$ cat src/rtl/hazard_sched_ctrl.sv
// Hazard scheduler beside the ID stage: load-use and HI/LO stalls, branch flush,
// and sequencing of the shared multi-cycle multiply/divide unit.
module hazard_sched_ctrl #(
    parameter int MD_LATENCY = 32,
    parameter int CNT_W      = 16
) (
    input  logic             clk,
    input  logic             rst_n,
    input  logic             id_valid,
    input  logic [4:0]       id_rs,
    input  logic [4:0]       id_rt,
    input  logic             id_use_rs,
    input  logic             id_use_rt,
    input  logic             id_is_md,
    input  logic             id_is_mfhilo,
    input  logic             ex_mem_read,
    input  logic [4:0]       ex_rt,
    input  logic             ex_branch_tkn,
    output logic             pc_en,
    output logic             ifid_en,
    output logic             ifid_flush,
    output logic             idex_bubble,
    output logic             md_start,
    output logic             md_busy,
    output logic             md_done,
    output logic [CNT_W-1:0] stall_cnt
);

    localparam int CTR_W = (MD_LATENCY > 1) ? $clog2(MD_LATENCY) : 1;
    localparam logic [CTR_W-1:0] CTR_LOAD = CTR_W'(MD_LATENCY - 1);

    typedef enum logic {
        S_RUN,
        S_MD_BUSY
    } state_t;

    state_t             state_q, state_d;
    logic [CTR_W-1:0]   md_ctr_q, md_ctr_d;
    logic [CNT_W-1:0]   stall_cnt_q, stall_cnt_d;

    logic load_use;
    logic md_haz;
    logic stall;
    logic launch;

    always_comb begin
        load_use = ex_mem_read && (ex_rt != 5'd0) && id_valid &&
                   ((id_use_rs && (id_rs == ex_rt)) || (id_use_rt && (id_rt == ex_rt)));
        md_haz   = (state_q == S_MD_BUSY) && id_valid && (id_is_md || id_is_mfhilo);
        // A taken branch squashes the ID instruction, so it outranks both stalls.
        stall    = !ex_branch_tkn && (load_use || md_haz);
        launch   = !ex_branch_tkn && !stall && (state_q == S_RUN) && id_valid && id_is_md;
    end

    // NOTE: every output is forced low while rst_n is asserted, so the reset
    // level is folded into this combinational block rather than only the flops.
    always_comb begin
        pc_en       = 1'b0;
        ifid_en     = 1'b0;
        ifid_flush  = 1'b0;
        idex_bubble = 1'b0;
        md_start    = 1'b0;
        md_busy     = 1'b0;
        md_done     = 1'b0;
        if (rst_n) begin
            if (ex_branch_tkn) begin
                pc_en       = 1'b1;
                ifid_en     = 1'b1;
                ifid_flush  = 1'b1;
                idex_bubble = 1'b1;
            end else if (stall) begin
                idex_bubble = 1'b1;
            end else begin
                pc_en   = 1'b1;
                ifid_en = 1'b1;
            end
            md_start = launch;
            md_busy  = (state_q == S_MD_BUSY);
            md_done  = (state_q == S_MD_BUSY) && (md_ctr_q == '0);
        end
    end
    assign stall_cnt = stall_cnt_q;

    always_comb begin
        state_d     = state_q;
        md_ctr_d    = md_ctr_q;
        stall_cnt_d = stall_cnt_q;
        case (state_q)
            S_RUN: begin
                if (launch) begin
                    state_d  = S_MD_BUSY;
                    md_ctr_d = CTR_LOAD;
                end
            end
            S_MD_BUSY: begin
                // The unit always runs to completion; a flush never aborts it.
                if (md_ctr_q == '0) begin
                    state_d = S_RUN;
                end else begin
                    md_ctr_d = md_ctr_q - CTR_W'(1);
                end
            end
            default: state_d = S_RUN;
        endcase
        if (stall && (stall_cnt_q != '1)) begin
            stall_cnt_d = stall_cnt_q + CNT_W'(1);
        end
    end

    always_ff @(posedge clk or negedge rst_n) begin
        if (!rst_n) begin
            state_q     <= S_RUN;
            md_ctr_q    <= '0;
            stall_cnt_q <= '0;
        end else begin
            state_q     <= state_d;
            md_ctr_q    <= md_ctr_d;
            stall_cnt_q <= stall_cnt_d;
        end
    end

endmodule

$ cat config.mk
export PLATFORM = sky130hd
export DESIGN_NAME = hazard_sched_ctrl
export DESIGN_NICKNAME = d
export VERILOG_FILES = /design/src/rtl/hazard_sched_ctrl.sv
export SDC_FILE = /design/constraint.sdc
export NUM_CORES = 1
export LEC_CHECK = 0
export CORE_AREA = 2 2 63 50
export CTS_BUF_LIST = sky130_fd_sc_hd__clkbuf_4 sky130_fd_sc_hd__clkbuf_8
export DETAILED_ROUTE_END_ITERATION = 16
export DIE_AREA = 0 0 65 52
export GPL_ROUTABILITY_DRIVEN = 1
export PLACE_DENSITY = 0.93
export REMOVE_ABC_BUFFERS = 1
export SLEW_MARGIN = 0
export SYNTH_ARGS = -nofsm -noshare
export SYNTH_HDL_FRONTEND = slang
export SYNTH_SLANG_ARGS = --single-unit
$ cat constraint.sdc
create_clock -name clk -period 4.6 [get_ports clk]
set_input_delay 0.46 -clock clk [delete_from_list [all_inputs] [get_ports clk]]
set_output_delay 0.46 -clock clk [all_outputs]
set_load 0.01 [all_outputs]
==> results.cfg <==
[status]
run_status = finished clean

[place]
dpl.hpwl_um = 2390
gp_congestion = 0.818
io_buffers = 46
dp_slack_ns = 1.27
placed_area_um2 = 1790

[detailed_routing]
finalWirelength_um = 3070
dr.pass1.iters = 4
final_antenna_net_count = 0
drtIter0Drc = 15
num_vias = 1148
drcViolationCount = 0
wire_per_inst_um = 14.5
vias_per_cell = 5.42

[cells_and_area]
seq_area_um2 = 551
drive_above_1_share_pct = 6.90
multi_input_area_um2 = 714
area_growth_syn_to_layout_pct = 41.5
fin_nets = 202
fillers = 231
design_area_um2 = 1840
antennaDiodeCount = 0

[flow_run]
drv_cap = 0

[setup_path]
critPathMaxFanout = 5
crit_slowest_cell = clkdlybuf4s50_1
slowest_delay_ns = 0.53
crit_family = buffers and inverters
worstSetupPathDepth = 6
crit_path_start_kind = input port
path_cells = clkdlybuf4s50_1, or3_1, o311a_1, a21boi_0, o21a_1, clkdlybuf4s50_1
critPathMostFrequentCell = clkdlybuf4s50_1
cp.required_ns = 4.14
cp_num_buf_inv = 2
cp-end-kind = output port
critical_path_arrival_ns = 2.89
critical_path_class = in2out
r2r_cells = 6

[yosys]
ys_seq_area_share_pct = 42.3
yosys_warnings = 0
yosys_most_used_dff = dfrtp_1
synth_area_leaders = dfrtp_1 (42%), xor2_1 (9.4%), xnor2_1 (8.7%)
yosysTopAreaCellShare_pct = 42.3
yosys.cell_types.count = 33
ys_seq_elements = 22
netlist_instances = 127
syn_avg_cell_area_um2 = 10.3
syn_area_um2 = 1300
yosysTopAreaCell = dfrtp_1
synth_edf_count = 0
synth-async-reset-ratio_pct = 100

[die]
die_area_um2 = 3380
start_util_pct = 46.7
coreArea_um2 = 2790
dieWidth_um = 65
num_rows = 17
die_h_um = 52
pin_count = 47

[power]
leakage_nw = 0.752
peakVddDrop_uv = 251
power.density_nw_per_um2 = 395

[hold_path]
hold_depth = 1
hold_path.class = reg2reg

[sta]
fin_crit_sh_pct = 72.9
fin_ws_ns = 1.25
max_slew_margin_pct = 58.7
setup_viol = 0
worstMarginPinSlew_ns = 0.620
finalHoldViolations = 0
slew_violations = 0
fmax_mhz = 298
skew_ns = 0.00387
fin_crit_ns = 3.35
rsz0062_at_grt = false
finalSetupTns_ns = 0

[cts]
root_buffer = clkbuf_8
tritoncts = built
cts-buffers-inserted = 3
hold_buffers = 0
clk_latency_ns = 0.26
cts_sinks = 22
cts_resized = 0
path_clk_slew_ns = 0.08
h-tree-depth = 1
clock_path_buffers = 2
post_cts_buffers = 0

[global_routing]
grt_pass1_wl_um = 5040
antenna_found_initial = 0
gr-total-overflow = 0
grt.total_usage_pct = 19.5
grt_pass1_vias = 1114
grt_max_degree = 18
==> area by class of cell <==
type | count | area share (%)
Multi-Input combinational cell | 99 | 38.8
Sequential cell | 22 | 29.9
Timing Repair Buffer | 47 | 25.4
Clock buffer | 4 | 2.99
Tap cell | 38 | 2.58
Inverter | 2 | 0.407
==> cell usage in the layout, fill, tap and decap left out, drive strengths merged <==
| master | Yosys | routed |
|---|---|---|
| a2111oi | 1 | 1 |
| a21boi | 2 | 2 |
| a21oi | 2 | 2 |
| a2bb2oi | 4 | 4 |
| and2 | 4 | 4 |
| buf | 3 | 1 |
| clkbuf | 1 | 4 |
| clkdlybuf4s50 | 0 | 46 |
| dfrtp | 22 | 22 |
| ha | 3 | 3 |
| inv | 2 | 2 |
| mux2 | 1 | 1 |
| nand2 | 11 | 11 |
| nand3 | 7 | 7 |
| nand3b | 1 | 1 |
| nand4 | 5 | 5 |
| nor2 | 5 | 5 |
| nor2b | 1 | 1 |
| nor3 | 8 | 8 |
| nor3b | 2 | 2 |
| nor4 | 6 | 6 |
| o211ai | 1 | 1 |
| o21a | 2 | 2 |
| o22a | 1 | 1 |
| o22ai | 1 | 1 |
| o311a | 1 | 1 |
| or2 | 1 | 1 |
| or3 | 2 | 2 |
| xnor2 | 13 | 13 |
| xor2 | 14 | 14 |
==> Yosys cell counts (3+ instances only) <==
master and instances:
and2_1 3, xor2_1 14, a2bb2oi_2 4, nand4_1 5, nand2_1 11, ha_1 3
nor2_1 5, xnor2_1 13, nor4_1 6, nand3_1 7, dfrtp_1 22, nor3_1 8
==> final timing paths <==
path,from,end,slack (ns)
setup reg to reg,stall_cnt[0],stall_cnt[1],2.16
max in group asynchronous,rst_n,stall_cnt[11],3.50
hold reg to reg,stall_cnt[5],stall_cnt[5],0.51
setup / recovery,ex_rt[0],ifid_en,1.25
min in group asynchronous,rst_n,stall_cnt[7],0.52
hold / removal,stall_cnt[5],stall_cnt[5],0.51
==> sequential cells by signal, indices dropped and copies added, names as in the netlist <==
| register | count |
|---|---|
| state_q | 1 |
| stall_cnt | 16 |
| md_ctr_q | 5 |
==> cell families after synthesis <==
kind of cell,after synthesis,share of synthesized area [%]
and+or+nand+nor,53,21.7
xor gates and xnor gates,27,18.2
DFF,22,42.3
AOI/OAI and AO/OA,15,11.2
buffers and inverters,6,2.88
adders and majority gates,3,2.88
muxes,1,0.864
==> power breakdown <==
group          internal (mW)  total (mW)  switching, mW
Sequential             0.240       0.303         0.0631
Combinational          0.164       0.286          0.123
Clock                 0.0763       0.138         0.0618
Total                  0.479       0.727          0.248
==> routing by layer <==
metal | share of wire (%) | global-route usage, %
met1 | 45 | 24.1
met2 | 47 | 34.0
met5 | 0 | 0
met3 | 6.1 | 3.68
met4 | 1.7 | 7.80
==> per-stage QoR <==
step	hold slack (ns)	power, mW	utilization, %	std cells
after global placement	0.484	0.579	64.2	208
final	0.515	0.727	66.1	212
after CTS	0.515	0.733	66.1	212
after detailed placement	0.501	0.595	64.2	208
after floorplan	0.164	0.469	-	123
after global routing	0.518	0.778	66.1	212
(Power assumes the default switching activity.)
